==> src/rtl/sine_dds_if.sv <==
// Sample-path bundle between the tick source / DAC side and the sine DDS core.
// The master drives tick, clear and tuning word; the slave returns samples.
interface sine_dds_if #(
  parameter int PHASE_WIDTH = 32,
  parameter int DATA_WIDTH  = 12
);
  logic                   tick;
  logic                   sync_clr;
  logic [PHASE_WIDTH-1:0] ftw;
  logic [DATA_WIDTH-1:0]  sample;
  logic                   sample_valid;
  logic                   cycle_start;

  modport master (
    output tick, sync_clr, ftw,
    input  sample, sample_valid, cycle_start
  );

  modport slave (
    input  tick, sync_clr, ftw,
    output sample, sample_valid, cycle_start
  );
endinterface

==> src/rtl/sine_dds.sv <==
// Tick-paced DDS sine generator: phase accumulator, quarter-wave fold,
// registered quarter-wave ROM and signed output stage (three registers deep).
module sine_dds #(
  parameter int PHASE_WIDTH = 32,
  parameter int LUT_ADDR    = 8,
  parameter int DATA_WIDTH  = 12
) (
  input  logic      clk,
  input  logic      rst_n,
  sine_dds_if.slave dds
);

  localparam int                ROM_DEPTH = 1 << LUT_ADDR;
  localparam int                PH_BITS   = LUT_ADDR + 2;
  localparam logic [LUT_ADDR-1:0] ADDR_MAX = '1;
  localparam longint            PI_Q30    = 64'd3373259426;

  // Q[i] = round(amp * sin(pi/2 * (i+0.5)/2^LUT_ADDR)), evaluated with a
  // Q30 fixed-point Taylor series so the table folds to constants.
  function automatic logic [DATA_WIDTH-1:0] quarter_sine(input int idx);
    longint x;
    longint x2;
    longint term;
    longint sum_q30;
    longint amp;
    x       = (PI_Q30 * longint'(2 * idx + 1)) >>> (LUT_ADDR + 2);
    x2      = (x * x) >>> 30;
    term    = x;
    sum_q30 = x;
    for (int n = 1; n <= 8; n++) begin
      term    = -(((term * x2) >>> 30) / longint'((2 * n) * (2 * n + 1)));
      sum_q30 = sum_q30 + term;
    end
    amp = (longint'(1) <<< (DATA_WIDTH - 1)) - 1;
    return DATA_WIDTH'((amp * sum_q30 + (longint'(1) <<< 29)) >>> 30);
  endfunction

  logic [DATA_WIDTH-1:0] rom [ROM_DEPTH];

  for (genvar gi = 0; gi < ROM_DEPTH; gi++) begin : g_rom
    localparam logic [DATA_WIDTH-1:0] Q_VAL = quarter_sine(gi);
    assign rom[gi] = Q_VAL;
  end

  logic [PHASE_WIDTH-1:0] acc_q, acc_d;
  logic                   acc_wrap_q, acc_wrap_d;
  logic [PH_BITS-1:0]     ph1_q, ph1_d;
  logic                   wrap1_q, wrap1_d;
  logic                   v1_q, v1_d;
  logic [DATA_WIDTH-1:0]  rom_q, rom_d;
  logic                   neg2_q, neg2_d;
  logic                   wrap2_q, wrap2_d;
  logic                   v2_q, v2_d;
  logic [DATA_WIDTH-1:0]  sample_q, sample_d;
  logic                   sample_valid_q, sample_valid_d;
  logic                   cycle_start_q, cycle_start_d;

  logic [PHASE_WIDTH:0]   sum;
  logic [1:0]             quad;
  logic [LUT_ADDR-1:0]    k;
  logic [LUT_ADDR-1:0]    addr;

  always_comb begin
    sum  = {1'b0, acc_q} + {1'b0, dds.ftw};
    quad = ph1_q[PH_BITS-1 -: 2];
    k    = ph1_q[LUT_ADDR-1:0];
    addr = quad[0] ? (ADDR_MAX - k) : k;

    acc_d      = acc_q;
    acc_wrap_d = acc_wrap_q;
    ph1_d      = ph1_q;
    wrap1_d    = wrap1_q;
    v1_d       = 1'b0;

    // acc_wrap remembers whether the add that produced acc crossed zero, so the
    // sample taken from that new phase is the one flagged as a cycle start.
    if (dds.sync_clr) begin
      acc_d      = '0;
      acc_wrap_d = 1'b0;
    end else if (dds.tick) begin
      ph1_d      = acc_q[PHASE_WIDTH-1 -: PH_BITS];
      wrap1_d    = acc_wrap_q;
      acc_d      = sum[PHASE_WIDTH-1:0];
      acc_wrap_d = sum[PHASE_WIDTH];
      v1_d       = 1'b1;
    end

    rom_d   = rom[addr];
    neg2_d  = quad[1];
    wrap2_d = wrap1_q;
    v2_d    = v1_q & ~dds.sync_clr;

    sample_d       = sample_q;
    sample_valid_d = v2_q & ~dds.sync_clr;
    cycle_start_d  = v2_q & wrap2_q & ~dds.sync_clr;
    if (v2_q && !dds.sync_clr) begin
      sample_d = neg2_q ? -rom_q : rom_q;
    end
  end

  always_ff @(posedge clk or negedge rst_n) begin
    if (!rst_n) begin
      acc_q          <= '0;
      acc_wrap_q     <= 1'b0;
      ph1_q          <= '0;
      wrap1_q        <= 1'b0;
      v1_q           <= 1'b0;
      rom_q          <= '0;
      neg2_q         <= 1'b0;
      wrap2_q        <= 1'b0;
      v2_q           <= 1'b0;
      sample_q       <= '0;
      sample_valid_q <= 1'b0;
      cycle_start_q  <= 1'b0;
    end else begin
      acc_q          <= acc_d;
      acc_wrap_q     <= acc_wrap_d;
      ph1_q          <= ph1_d;
      wrap1_q        <= wrap1_d;
      v1_q           <= v1_d;
      rom_q          <= rom_d;
      neg2_q         <= neg2_d;
      wrap2_q        <= wrap2_d;
      v2_q           <= v2_d;
      sample_q       <= sample_d;
      sample_valid_q <= sample_valid_d;
      cycle_start_q  <= cycle_start_d;
    end
  end

  assign dds.sample       = sample_q;
  assign dds.sample_valid = sample_valid_q;
  assign dds.cycle_start  = cycle_start_q;

endmodule

==> src/flat_wrapper.sv <==
// flat-port wrapper written by rule: the top's interface ports become plain ports
module sine_dds_flat 
#(
  parameter int PHASE_WIDTH = 32,
  parameter int LUT_ADDR    = 8,
  parameter int DATA_WIDTH  = 12
)
  (clk, rst_n, dds_tick, dds_sync_clr, dds_ftw, dds_sample, dds_sample_valid, dds_cycle_start);
  sine_dds_if #(.PHASE_WIDTH(PHASE_WIDTH), .DATA_WIDTH(DATA_WIDTH)) dds_i ();
  input  logic clk;
  input  logic rst_n;
  input wire logic [$bits(dds_i.tick)-1:0] dds_tick;
  input wire logic [$bits(dds_i.sync_clr)-1:0] dds_sync_clr;
  input wire logic [$bits(dds_i.ftw)-1:0] dds_ftw;
  output wire logic [$bits(dds_i.sample)-1:0] dds_sample;
  output wire logic [$bits(dds_i.sample_valid)-1:0] dds_sample_valid;
  output wire logic [$bits(dds_i.cycle_start)-1:0] dds_cycle_start;
  assign dds_i.tick = dds_tick;
  assign dds_i.sync_clr = dds_sync_clr;
  assign dds_i.ftw = dds_ftw;
  assign dds_sample = dds_i.sample;
  assign dds_sample_valid = dds_i.sample_valid;
  assign dds_cycle_start = dds_i.cycle_start;
  sine_dds #(.PHASE_WIDTH(PHASE_WIDTH), .LUT_ADDR(LUT_ADDR), .DATA_WIDTH(DATA_WIDTH)) u_core (.clk(clk), .rst_n(rst_n), .dds(dds_i));
endmodule
==> config.mk <==
export PLATFORM = sky130hd
export DESIGN_NAME = sine_dds_flat
export DESIGN_NICKNAME = d
export VERILOG_FILES = /design/src/rtl/sine_dds_if.sv /design/src/rtl/sine_dds.sv /design/src/flat_wrapper.sv
export SDC_FILE = /design/constraint.sdc
export NUM_CORES = 1
export LEC_CHECK = 0
export CELL_PAD_IN_SITES_DETAIL_PLACEMENT = 1
export CELL_PAD_IN_SITES_GLOBAL_PLACEMENT = 2
export CORE_MARGIN = 2
export CORE_UTILIZATION = 41
export DETAILED_ROUTE_END_ITERATION = 10
export DONT_BUFFER_PORTS = 1
export PLACE_DENSITY = 0.95
export SYNTH_ARGS = -nofsm -noshare
export SYNTH_HDL_FRONTEND = slang
export SYNTH_SLANG_ARGS = --single-unit
==> constraint.sdc <==
create_clock -name clk -period 11.1 [get_ports clk]
set_clock_uncertainty 0.2 [all_clocks]
set_input_delay 3.33 -clock clk [delete_from_list [all_inputs] [get_ports clk]]
set_output_delay 3.33 -clock clk [all_outputs]
set_load 0.02 [all_outputs]
==> results of run 1 <==
[flip-flops by register name (all words and copies together), names as in the netlist]
name and flops:
u_core.acc_q 32, u_core.dds.sample 12, u_core.rom_q 11, u_core.ph1_q 10
u_core.acc_wrap_q 1, u_core.dds.cycle_start 1, u_core.dds.sample_valid 1, u_core.neg2_q 1
u_core.v1_q 1, u_core.v2_q 1, u_core.wrap1_q 1, u_core.wrap2_q 1
[cell type report]
cell class	count	area, sq um
clock inverters	6	66.3
multi-input cells	1122	6970
well taps	285	357
fillers	2866	12900
clock buffers	10	239
repair buffers	27	203
flip-flops and latches	73	1830
inverters	28	106
[metrics by stage]
| step | hold slack [ns] | std cells | area [sq um] | utilization | power, uW |
|---|---|---|---|---|---|
| 2_1_floorplan | 0.154 | 1345 | 9440 | - | 1510 |
| 3_5_place_dp | 0.166 | 1535 | 9470 | 0.418 | 2030 |
| 4_1_cts | 0.181 | 1551 | 9780 | 0.432 | 2350 |
| 3_3_place_gp | 0.159 | 1535 | 9470 | 0.418 | 2010 |
| 5_1_grt | 0.192 | 1551 | 9780 | 0.432 | 2530 |
| 6_report | 0.180 | 1551 | 9780 | 0.432 | 2430 |
[per-layer routing]
metal,share of wire,routed length (microns),track usage
met1,0.40,17800,0.478
met3,0.12,5430,0.112
met4,0.061,2670,0.206
met5,0.00030,13,0
met2,0.41,18200,0.511
[power groups by stage]
stage	registers [uW]	clock network, uW	logic, uW
after floorplan	403	0	1110
after global placement	462	0	1550
after detailed placement	466	0	1570
after CTS	462	306	1580
after global routing	475	318	1740
final	464	301	1660
[cell families (layout without fill, tap and decap cells)]
family,count (synthesis),after routing
compound gates,543,543
xor+xnor,38,38
fa+ha+maj,49,49
buf+inv,150,71
flops,73,73
mux,25,25
simple gates,467,467
[worst register-to-register path: cells and delay by family (launching register included)]
kind / cells / cell delay (ns)
XOR/XNOR: 1 / 0.79
AO/OA/AOI/OAI: 4 / 0.83
buffers and inverters: 2 / 1.02
adder cells (fa/ha/maj): 1 / 0.44
flip-flops: 1 / 0.82
AND/OR/NAND/NOR: 3 / 1.26
[cells in the final DEF (no fill, tap or decap), types with 6 or more instances in the layout]
master     instances
and3_1             8
nand4_1           14
nand2_1          153
a21o_1            16
or4_1              7
o21ai_1            9
a21oi_1          136
o311a_1            6
xor2_1            19
o21bai_1           7
o221ai_1           9
nor2b_1           29
a211oi_1          21
o2111ai_1         11
a32o_1             7
a31oi_1           22
o21ai_0          127
o211ai_1          25
mux2i_1           24
and2_1             9
a22oi_1           10
or3_1              7
a221oi_1          12
nand3_1           29
o22ai_1           29
o21a_1            13
clkbuf_16          9
nor3b_1            6
xnor2_1           14
ha_1              47
nor3_1            35
dfrtp_1           69
inv_1             21
buf_4             27
nor2_1           123
a211o_1            8
nand2b_1          27
o31ai_1           10
[how the worst max path moves through the flow]
stage / to / cells past startpoint / slack, ns
final: u_core.acc_q[23] / 8 / 5.38
after global routing: u_core.acc_q[24] / 10 / 5.25
after CTS: u_core.acc_q[23] / 8 / 5.41
after detailed placement: u_core.acc_q[23] / 8 / 5.06
after global placement: u_core.acc_q[18] / 10 / 5.21
after floorplan: u_core.acc_q[18] / 10 / 5.54
==> run summary, run 1 <==
Status - finished, final reports clean
Max cap viols - 0
Sw frac - 0.574
Initial DRC Count - 1,507
Comb pwr share - 0.685
Max-slew violations - 0
Sequential power share - 0.191
Top Family by Delay on Critical Path - compound AO/OA/AOI/OAI gates
Dominant cells by area after synthesis - dfrtp_1, a21oi_1, o21ai_0, ha_1, nand2_1
Clk_lat worst skew - 0.34 ns
Final #Nets - 1,345
Count leader, synth - nand2_1
Compound-Gate Fraction of Synth Area - 0.372
Max rail drop VDD - 0.0962 mV
Effective utilization at floorplan - 0.417
CTS buffer count - 9
DR pass1 iterations - 6
Share of the synthesized area in the top cell type - 0.193
Number of global-route vias before repair - 11,000
Hold path endpoint - u_core.wrap2_q
Worst rel slew slack - 0.105
Power per cell area - 248 nW/um^2
Hold_sp - u_core.wrap1_q
Number of port buffers - 0
CP max stage delay - 0.63 ns
Setup_tns - 0 ns
Largest net degree at the start of global routing - 74
Post-synthesis mux area share - 0.0278
Core box area - 22,600 sq um
H-tree levels - 3
Clk buf depth - 2
Setup Viol. Count Final - 0
Synthesized area - 9440 sq um
Worst path required time - 11.13 ns
Worst R2R Start - u_core.ph1_q[8]
Unrepaired setup endpoints after global routing - false
Post-route setup slack - 5.38 ns
P&R area growth vs syn - 3.51%
Crit path launch - dds_ftw[4]
Fin crit period - 5.72 ns
Yosys warns - 0
CP cell instances - ha_1 > o211ai_1 > o211ai_1 > nand4_1 > a211oi_1 > nor2_1 > o2111a_1 > a221o_1
Hold Violations, Final - 0
Crit path arrival time - 5.75 ns
FFs w/ async S/R, synth - 1.00
Die footprint - 24,300 sq um
CTS resizes - 0
Post-synthesis sequential area ratio - 0.193
Grt total ovfl - 0
Die Width - 156 microns
Synth area leader - dfrtp_1
DRC viols - 0
Worst hold-check path type - register to register
Post-synthesis adder-cell area fraction - 0.0654
Initial antenna violation count - 1
FMAX - 0.175 GHz
CTS clk-pin slew, worst paths - 0.06 ns
Reg2Reg Depth - 11
Register bit count reported by yosys - 73
CTS tree - built
XOR/XNOR Fraction of Synth Area - 0.0384
Worst-path fanout max - 5
CTS sink count - 73
GPL Wtd Cong - 1.03
Die Ht - 156 microns
Hold path depth - 0
Post-synth EDFFs - 0
Worst slew pin tran - 1.34 ns
Period utilization - 0.516
Worst R2R End - u_core.rom_q[4]
Synth Area in Simple Gates - 0.233
Routed wire length - 44,000 microns
Main combinational cell family by area after synthesis - compound AO/OA/AOI/OAI gates
Crit path kind - primary input to register
CTS root buffer - clkbuf_16
Worst Path Buf+Inv - 0
CP Launch Type - primary input
Prevailing post-synth register cell - dfrtp_1
Global-route wire length before repair - 66,600 microns
Cells after Synth - 1,345
Int Power - 1030 uW
Post-DP HPWL - 30,600 microns
Crit path top cell by count - o211ai_1
Switch Pwr - 1390 uW
Syn Nets - 1,429
Share of post-route cells with drive strength above 1 - 0.0537
Io pins - 50
Reg-to-reg slack, setup - 5.59 ns
Clock Power Share - 0.124
Via count of the routed design - 11,200
Leak - 0.00386 uW
Setup crit end kind - register
Number of nets with antenna violations after routing - 0
Gr usage total - 0.359
Drt wl/cell - 28.4 microns
Count of hold buffers inserted by post-cts repair - 0
Slowest cell on crit path - a211oi_1
Unique cell type count in the Yosys netlist - 88
# rows - 55
Avg Inst Size Synth - 7.02 sq um
# diodes - 0
Vias per cell - 7.22
# Post-CTS Setup Buffers - 0
Pre-CTS WS - 5.06 ns
Top post-synthesis cells by count - nand2_1, a21oi_1, o21ai_0
Note: power is estimated with default switching activity, not from simulation.
==> inputs of run 2 (changes only) <==
--- a/config.mk
+++ b/config.mk
@@ -8,10 +8,10 @@
 export CELL_PAD_IN_SITES_DETAIL_PLACEMENT = 1
 export CELL_PAD_IN_SITES_GLOBAL_PLACEMENT = 2
 export CORE_MARGIN = 2
-export CORE_UTILIZATION = 41
+export CORE_UTILIZATION = 34
 export DETAILED_ROUTE_END_ITERATION = 10
 export DONT_BUFFER_PORTS = 1
-export PLACE_DENSITY = 0.95
+export PLACE_DENSITY = 0.87
 export SYNTH_ARGS = -nofsm -noshare
 export SYNTH_HDL_FRONTEND = slang
 export SYNTH_SLANG_ARGS = --single-unit
==> constraint.sdc (replaced) <==
create_clock -name clk -period 4.8 [get_ports clk]
set_clock_uncertainty 0.2 [all_clocks]
set_input_delay 1.44 -clock clk [delete_from_list [all_inputs] [get_ports clk]]
set_output_delay 1.44 -clock clk [all_outputs]
set_load 0.02 [all_outputs]
==> run 2 against run 1 <==
The run now ends with capacitance limit left; die area up 20%; count of clock-buffer cells in the layout increased by 2; setup slack worse by 5.0 ns; power up 140%; register-to-register slack worse by 5.2 ns; sequential share of layout area shrank 0.76 points; core utilization fell by 6.2 points; non-clock buffer count is 45 higher; via count rose by 1.0%; combinational power up 150%; global-route usage decreased by 3.4 points; sequential power rose by 130%; largest cell class unchanged.
==> run summary, run 2 (synthesis results as in run 1) <==
Clk buf depth - 2 (unchanged)
Number of port buffers - 0 (unchanged)
Worst slew pin tran - 1.46 ns (+0.120 ns)
Worst path required time - 4.72 ns (-6.41 ns)
Power per cell area - 567 nW/um^2 (+130%)
Crit path kind - register to register
Max rail drop VDD - 0.179 mV (+86%)
H-tree levels - 3 (unchanged)
CTS tree - built
Share of post-route cells with drive strength above 1 - 0.0831 (+0.0294)
Effective utilization at floorplan - 0.343 (-0.0744)
Initial antenna violation count - 2 (+1)
Post-layout utilization of the core - 0.370 (-0.0620)
CP max stage delay - 1.21 ns (+0.58 ns)
# Post-CTS Setup Buffers - 0 (unchanged)
CP cell instances - xor2_1 > inv_1 > ha_1 > buf_4 > or3_1 > o31ai_1 > a221oi_1 > a221oi_1 > o31ai_1 > o311ai_1
Setup_tns - 0 ns (unchanged)
Final cell count without fillers - 1,690 (+9.0%)
Max reg flops - 32 (unchanged)
Number of nets with antenna violations after routing - 0 (unchanged)
Final #Nets - 1,390 (+3.3%)
Setup crit end kind - register
Grt total ovfl - 0 (unchanged)
Gr usage total - 0.325 (-0.0336)
Clk_lat worst skew - 0.34 ns (about the same)
Hold Violations, Final - 0 (unchanged)
FMAX - 0.225 GHz
Io pins - 50 (unchanged)
Placed cell count - 1,673 (+9.0%)
Fin crit period - 4.44 ns
Worst rel slew slack - 0.0189 (-0.0862)
Design area - 10,200 sq um (+4.2%)
Status - finished with violations
CTS clk-pin slew, worst paths - 0.06 ns (about the same)
Via count of the routed design - 11,300 (+1.0%)
P&R area growth vs syn - 7.88%
Die Ht - 171 microns (+9.6%)
Drt wl/cell - 27.9 microns (-1.7%)
Commonest cells after routing, fill and taps aside - nand2_1, a21oi_1, o21ai_0
Worst hold-check path type - register to register
Slowest cell on crit path - o31ai_1
Initial DRC Count - 1,496 (-0.73%)
Worst-path fanout max - 12 (+7)
Crit path arrival time - 4.36 ns (-1.39 ns)
Failing checks - capacitance limit
GPL Wtd Cong - 1.06 (+2.7%)
CTS buffer count - 9 (unchanged)
Most common cell after layout, fill and taps aside - nand2_1
Global-route wire length before repair - 71,700 microns (+7.7%)
DP Area - 9930 sq um (+4.8%)
Die Width - 171 microns (+9.6%)
Routed wire length - 47,200 microns (+7.1%)
Largest net degree at the start of global routing - 102 (+38%)
Count of hold buffers inserted by post-cts repair - 0 (unchanged)
CP Launch Type - register
Vias per cell - 6.69 (-7.3%)
DRC viols - 0 (unchanged)
CTS sink count - 73 (unchanged)
DR pass1 iterations - 6 (unchanged)
Period utilization - 0.925
Max cap viols - 1 (+1)
Total power draw - 5780 uW (+140%)
Core box area - 27,600 sq um (+22%)
Max-slew violations - 0 (unchanged)
Leak - 0.00407 uW (+5.4%)
Post-DP HPWL - 34,200 microns (+12%)
Reg with most FFs - u_core.acc_q
Setup Viol. Count Final - 0 (unchanged)
Die footprint - 29,100 sq um (+20%)
Number of global-route vias before repair - 11,200 (+1.9%)
# rows - 61 (+11%)
Unrepaired setup endpoints after global routing - false
CTS resizes - 0 (unchanged)
CTS root buffer - clkbuf_16
==> run 2: changes by cell type in the layout (fill, tap and decap cells not counted) <==
cell        previous run  this run
buf_4                 27        71
diode_2                0         1
inv_6                  1         0
clkinv_2               2         5
bufinv_16              1         0
buf_12                 0         1
xnor2_1               14        15
clkbuf_1               0         3
clkbuf_8               1         0
xnor2_2                4         3
clkinvlp_4             3         0
==> run 2: layout make-up <==
class                           count  area (sq um)
Fill cell                        3488         17400
Antenna cell                        1          2.50
Timing Repair Buffer               72           553
Sequential cell                    73          1830
Clock buffer                       12           236
Inverter                           28           106
Clock inverter                      4          20.0
Multi-Input combinational cell   1122          6960
Tap cell                          378           473
==> run 2: final timing paths <==
check	startpoint	endpoint	slack, ns	depth (start not counted)
worst max-delay path	u_core.ph1_q[8]	u_core.rom_q[5]	0.36	10
worst min-delay path	u_core.wrap1_q	u_core.wrap2_q	0.19	0
worst max register to register	u_core.ph1_q[8]	u_core.rom_q[5]	0.36	10
worst min register to register	u_core.wrap1_q	u_core.wrap2_q	0.19	0
max in group asynchronous	rst_n	u_core.ph1_q[8]	3.66	0
min in group asynchronous	rst_n	u_core.acc_q[17]	0.59	0
==> run 2: per-stage QoR <==
stage / hold slack (ns) / setup slack [ns]
final: 0.192 / 0.360
after global routing: 0.206 / 0.286
after CTS: 0.190 / 0.963
after detailed placement: 0.180 / 0.627
after global placement: 0.168 / 0.771
after floorplan: 0.154 / 1.10
==> run 2: report_power, final <==
group | switching [uW] | total, uW | internal, uW
Clock | 259 | 606 | 347
Sequential | 272 | 1050 | 782
Combinational | 2780 | 4120 | 1340
Total | 3310 | 5780 | 2470
==> run 2: worst max-delay path: cells and delay by family (launching register included) <==
family,cells,cell delay [ns]
compound gates,5,2.15
xor+xnor,1,0.19
fa+ha+maj,1,0.51
buf+inv,2,0.56
flops,1,0.45
simple gates,1,0.13
==> run 2: metal layers <==
metal | track usage | vias to the layer above | part of all wire
li1 | - | 4929 | -
met1 | 0.437 | 5573 | 0.42
met2 | 0.489 | 640 | 0.43
met3 | 0.0706 | 164 | 0.095
met4 | 0.169 | 2 | 0.059
met5 | 0 | - | 0.00023
==> inputs of run 3 (changes only) <==
--- a/config.mk
+++ b/config.mk
@@ -8,10 +8,11 @@
 export CELL_PAD_IN_SITES_DETAIL_PLACEMENT = 1
 export CELL_PAD_IN_SITES_GLOBAL_PLACEMENT = 2
 export CORE_MARGIN = 2
-export CORE_UTILIZATION = 34
+export CORE_UTILIZATION = 28
 export DETAILED_ROUTE_END_ITERATION = 10
 export DONT_BUFFER_PORTS = 1
-export PLACE_DENSITY = 0.87
+export MAX_ROUTING_LAYER = met4
+export PLACE_DENSITY = 0.75
 export SYNTH_ARGS = -nofsm -noshare
 export SYNTH_HDL_FRONTEND = slang
 export SYNTH_SLANG_ARGS = --single-unit
==> run 3 against run 2 <==
The flow now finishes without violations; sequential cell count unchanged; sequential share of layout area down 0.077 points; via count down 1.5%; non-clock buffer count down 13; global-route usage down 5.3 points; worst hold slack worse by 0.015 ns; critical endpoint is now u_core.rom_q[4]; count of clock-buffer cells in the layout up 1.
==> run summary, run 3 (synthesis results as in run 1) <==
Grt total ovfl - 0 (unchanged)
CTS tree - built
Setup Viol. Count Final - 0 (unchanged)
Vias per cell - 6.38 (-4.7%)
# Post-CTS Setup Buffers - 0 (unchanged)
CTS buffer count - 9 (unchanged)
Share of post-route cells with drive strength above 1 - 0.0747 (-0.00841)
Final #Nets - 1,377 (-0.94%)
Worst rel slew slack - 0.393 (+0.374)
GPL Wtd Cong - 1.00 (-5.2%)
Die Width - 188 microns (+10%)
CP Launch Type - register
Hold_sp - u_core.wrap1_q
Clk buf depth - 2 (unchanged)
Global-route wire length before repair - 71,700 microns (about the same)
Worst-path fanout max - 19 (+7)
Effective utilization at floorplan - 0.283 (-0.0597)
CTS root buffer - clkbuf_16
Hold Violations, Final - 0 (unchanged)
Reg2Reg Depth - 9 (-1)
Gr usage total - 0.273 (-0.0525)
Worst R2R Start - u_core.ph1_q[8]
Post-route setup slack - 0.903 ns (+0.543 ns)
Pre-CTS WS - 0.645 ns (+0.0183 ns)
Count of hold buffers inserted by post-cts repair - 0 (unchanged)
Via count of the routed design - 11,100 (-1.5%)
Die Ht - 188 microns (+10%)
Leak - 0.00403 uW (-1.0%)
Routed wire length - 47,400 microns (+0.36%)
Worst hold-check path type - register to register
CTS sink count - 73 (unchanged)
Max-slew violations - 0 (unchanged)
Drt wl/cell - 27.1 microns (-2.9%)
Initial antenna violation count - 0 (-2)
Number of nets with antenna violations after routing - 0 (unchanged)
Unrepaired setup endpoints after global routing - false
Number of global-route vias before repair - 11,100 (-0.78%)
Initial DRC Count - 1,242 (-17%)
Fin crit period - 3.90 ns (-0.543 ns)
Max reg flops - 32 (unchanged)
CTS resizes - 0 (unchanged)
P&R area growth vs syn - 8.35%
Max cap viols - 0 (-1)
Post-DP HPWL - 34,200 microns (about the same)
DRC viols - 0 (unchanged)
Largest net degree at the start of global routing - 102 (unchanged)
Worst R2R End - u_core.rom_q[4]
Clk_lat worst skew - 0.35 ns (about the same)
CTS clk-pin slew, worst paths - 0.06 ns (about the same)
DR pass1 iterations - 5 (-1)
Io pins - 50 (unchanged)
Die footprint - 35,200 sq um (+21%)
Hold path endpoint - u_core.wrap2_q
Hold path depth - 0 (unchanged)
FMAX - 0.257 GHz (+14%)
Crit path arrival time - 3.95 ns (-0.41 ns)
H-tree levels - 3 (unchanged)
# rows - 67 (+9.8%)
Period utilization - 0.812 (-0.113)
Worst slew pin tran - 0.901 ns (-0.558 ns)
Power per cell area - 567 nW/um^2 (about the same)
Reg-to-reg slack, setup - 0.90 ns (+0.54 ns)
# diodes - 0 (-1)
Setup crit end kind - register
Filler cells - 4,224 (+21%)
Status - finished, final reports clean
Commonest cells after routing, fill and taps aside - nand2_1, a21oi_1, o21ai_0
Reg with most FFs - u_core.acc_q
Most common cell after layout, fill and taps aside - nand2_1
Worst path required time - 4.85 ns (+0.13 ns)
Setup_tns - 0 ns (unchanged)
Core box area - 33,400 sq um (+21%)
Max rail drop VDD - 0.223 mV (+25%)
Number of port buffers - 0 (unchanged)
Crit path kind - register to register
## run 3: critical path: stages (launching register included)
cell	delay (ns)
dfrtp_2	0.54
xnor2_2	0.49
clkinv_2	0.13
buf_4	0.24
nor2_1	0.59
nor3_1	0.10
o221ai_1	0.49
a31oi_1	0.08
a2111oi_0	0.62
or4_1	0.30
## run 3: report_power, final
part           total [uW]  internal [uW]  leakage, uW  switching (uW)
Combinational        4050           1300      0.00294            2750
Clock                 697            430     0.000150             267
Sequential           1060            782     0.000944             274
## run 3: worst max-delay path by stage
stage	startpoint	endpoint	slack [ns]	depth (start not counted)
after floorplan	u_core.ph1_q[8]	u_core.rom_q[4]	1.10	14
after global placement	dds_ftw[0]	u_core.acc_q[22]	0.72	10
after detailed placement	dds_ftw[0]	u_core.acc_q[22]	0.65	10
after CTS	u_core.ph1_q[8]	u_core.rom_q[4]	0.99	11
after global routing	u_core.ph1_q[8]	u_core.rom_q[4]	0.72	11
final	u_core.ph1_q[8]	u_core.rom_q[4]	0.90	9
## run 3: final cells by class
class	instances	area, sq um	area share
Multi-Input combinational cell	1122	6960	0.680
Sequential cell	73	1830	0.179
Tap cell	448	561	0.0548
Timing Repair Buffer	59	468	0.0457
Clock buffer	13	260	0.0254
Inverter	28	106	0.0104
Clock inverter	3	40.0	0.00391
## run 3: through the flow
step,instance area (sq um),hold slack [ns],instances,util,total power [uW]
global route,10200,0.204,1746,0.307,6100
detailed placement,9930,0.174,1730,0.298,4950
CTS,10200,0.184,1746,0.307,5670
finish,10200,0.178,1746,0.307,5800
floorplan,9440,0.154,1345,-,3500
global placement,9930,0.173,1730,0.298,4940
## run 3: layer usage
layer | vias to the layer above | track usage | part of all wire | wire, microns
met3 | 195 | 0.0479 | 0.079 | 3750
met5 | - | - | 0 | 0
met2 | 609 | 0.394 | 0.42 | 20000
met4 | 0 | 0.145 | 0.060 | 2840
li1 | 4911 | - | - | -
met1 | 5424 | 0.362 | 0.44 | 20700
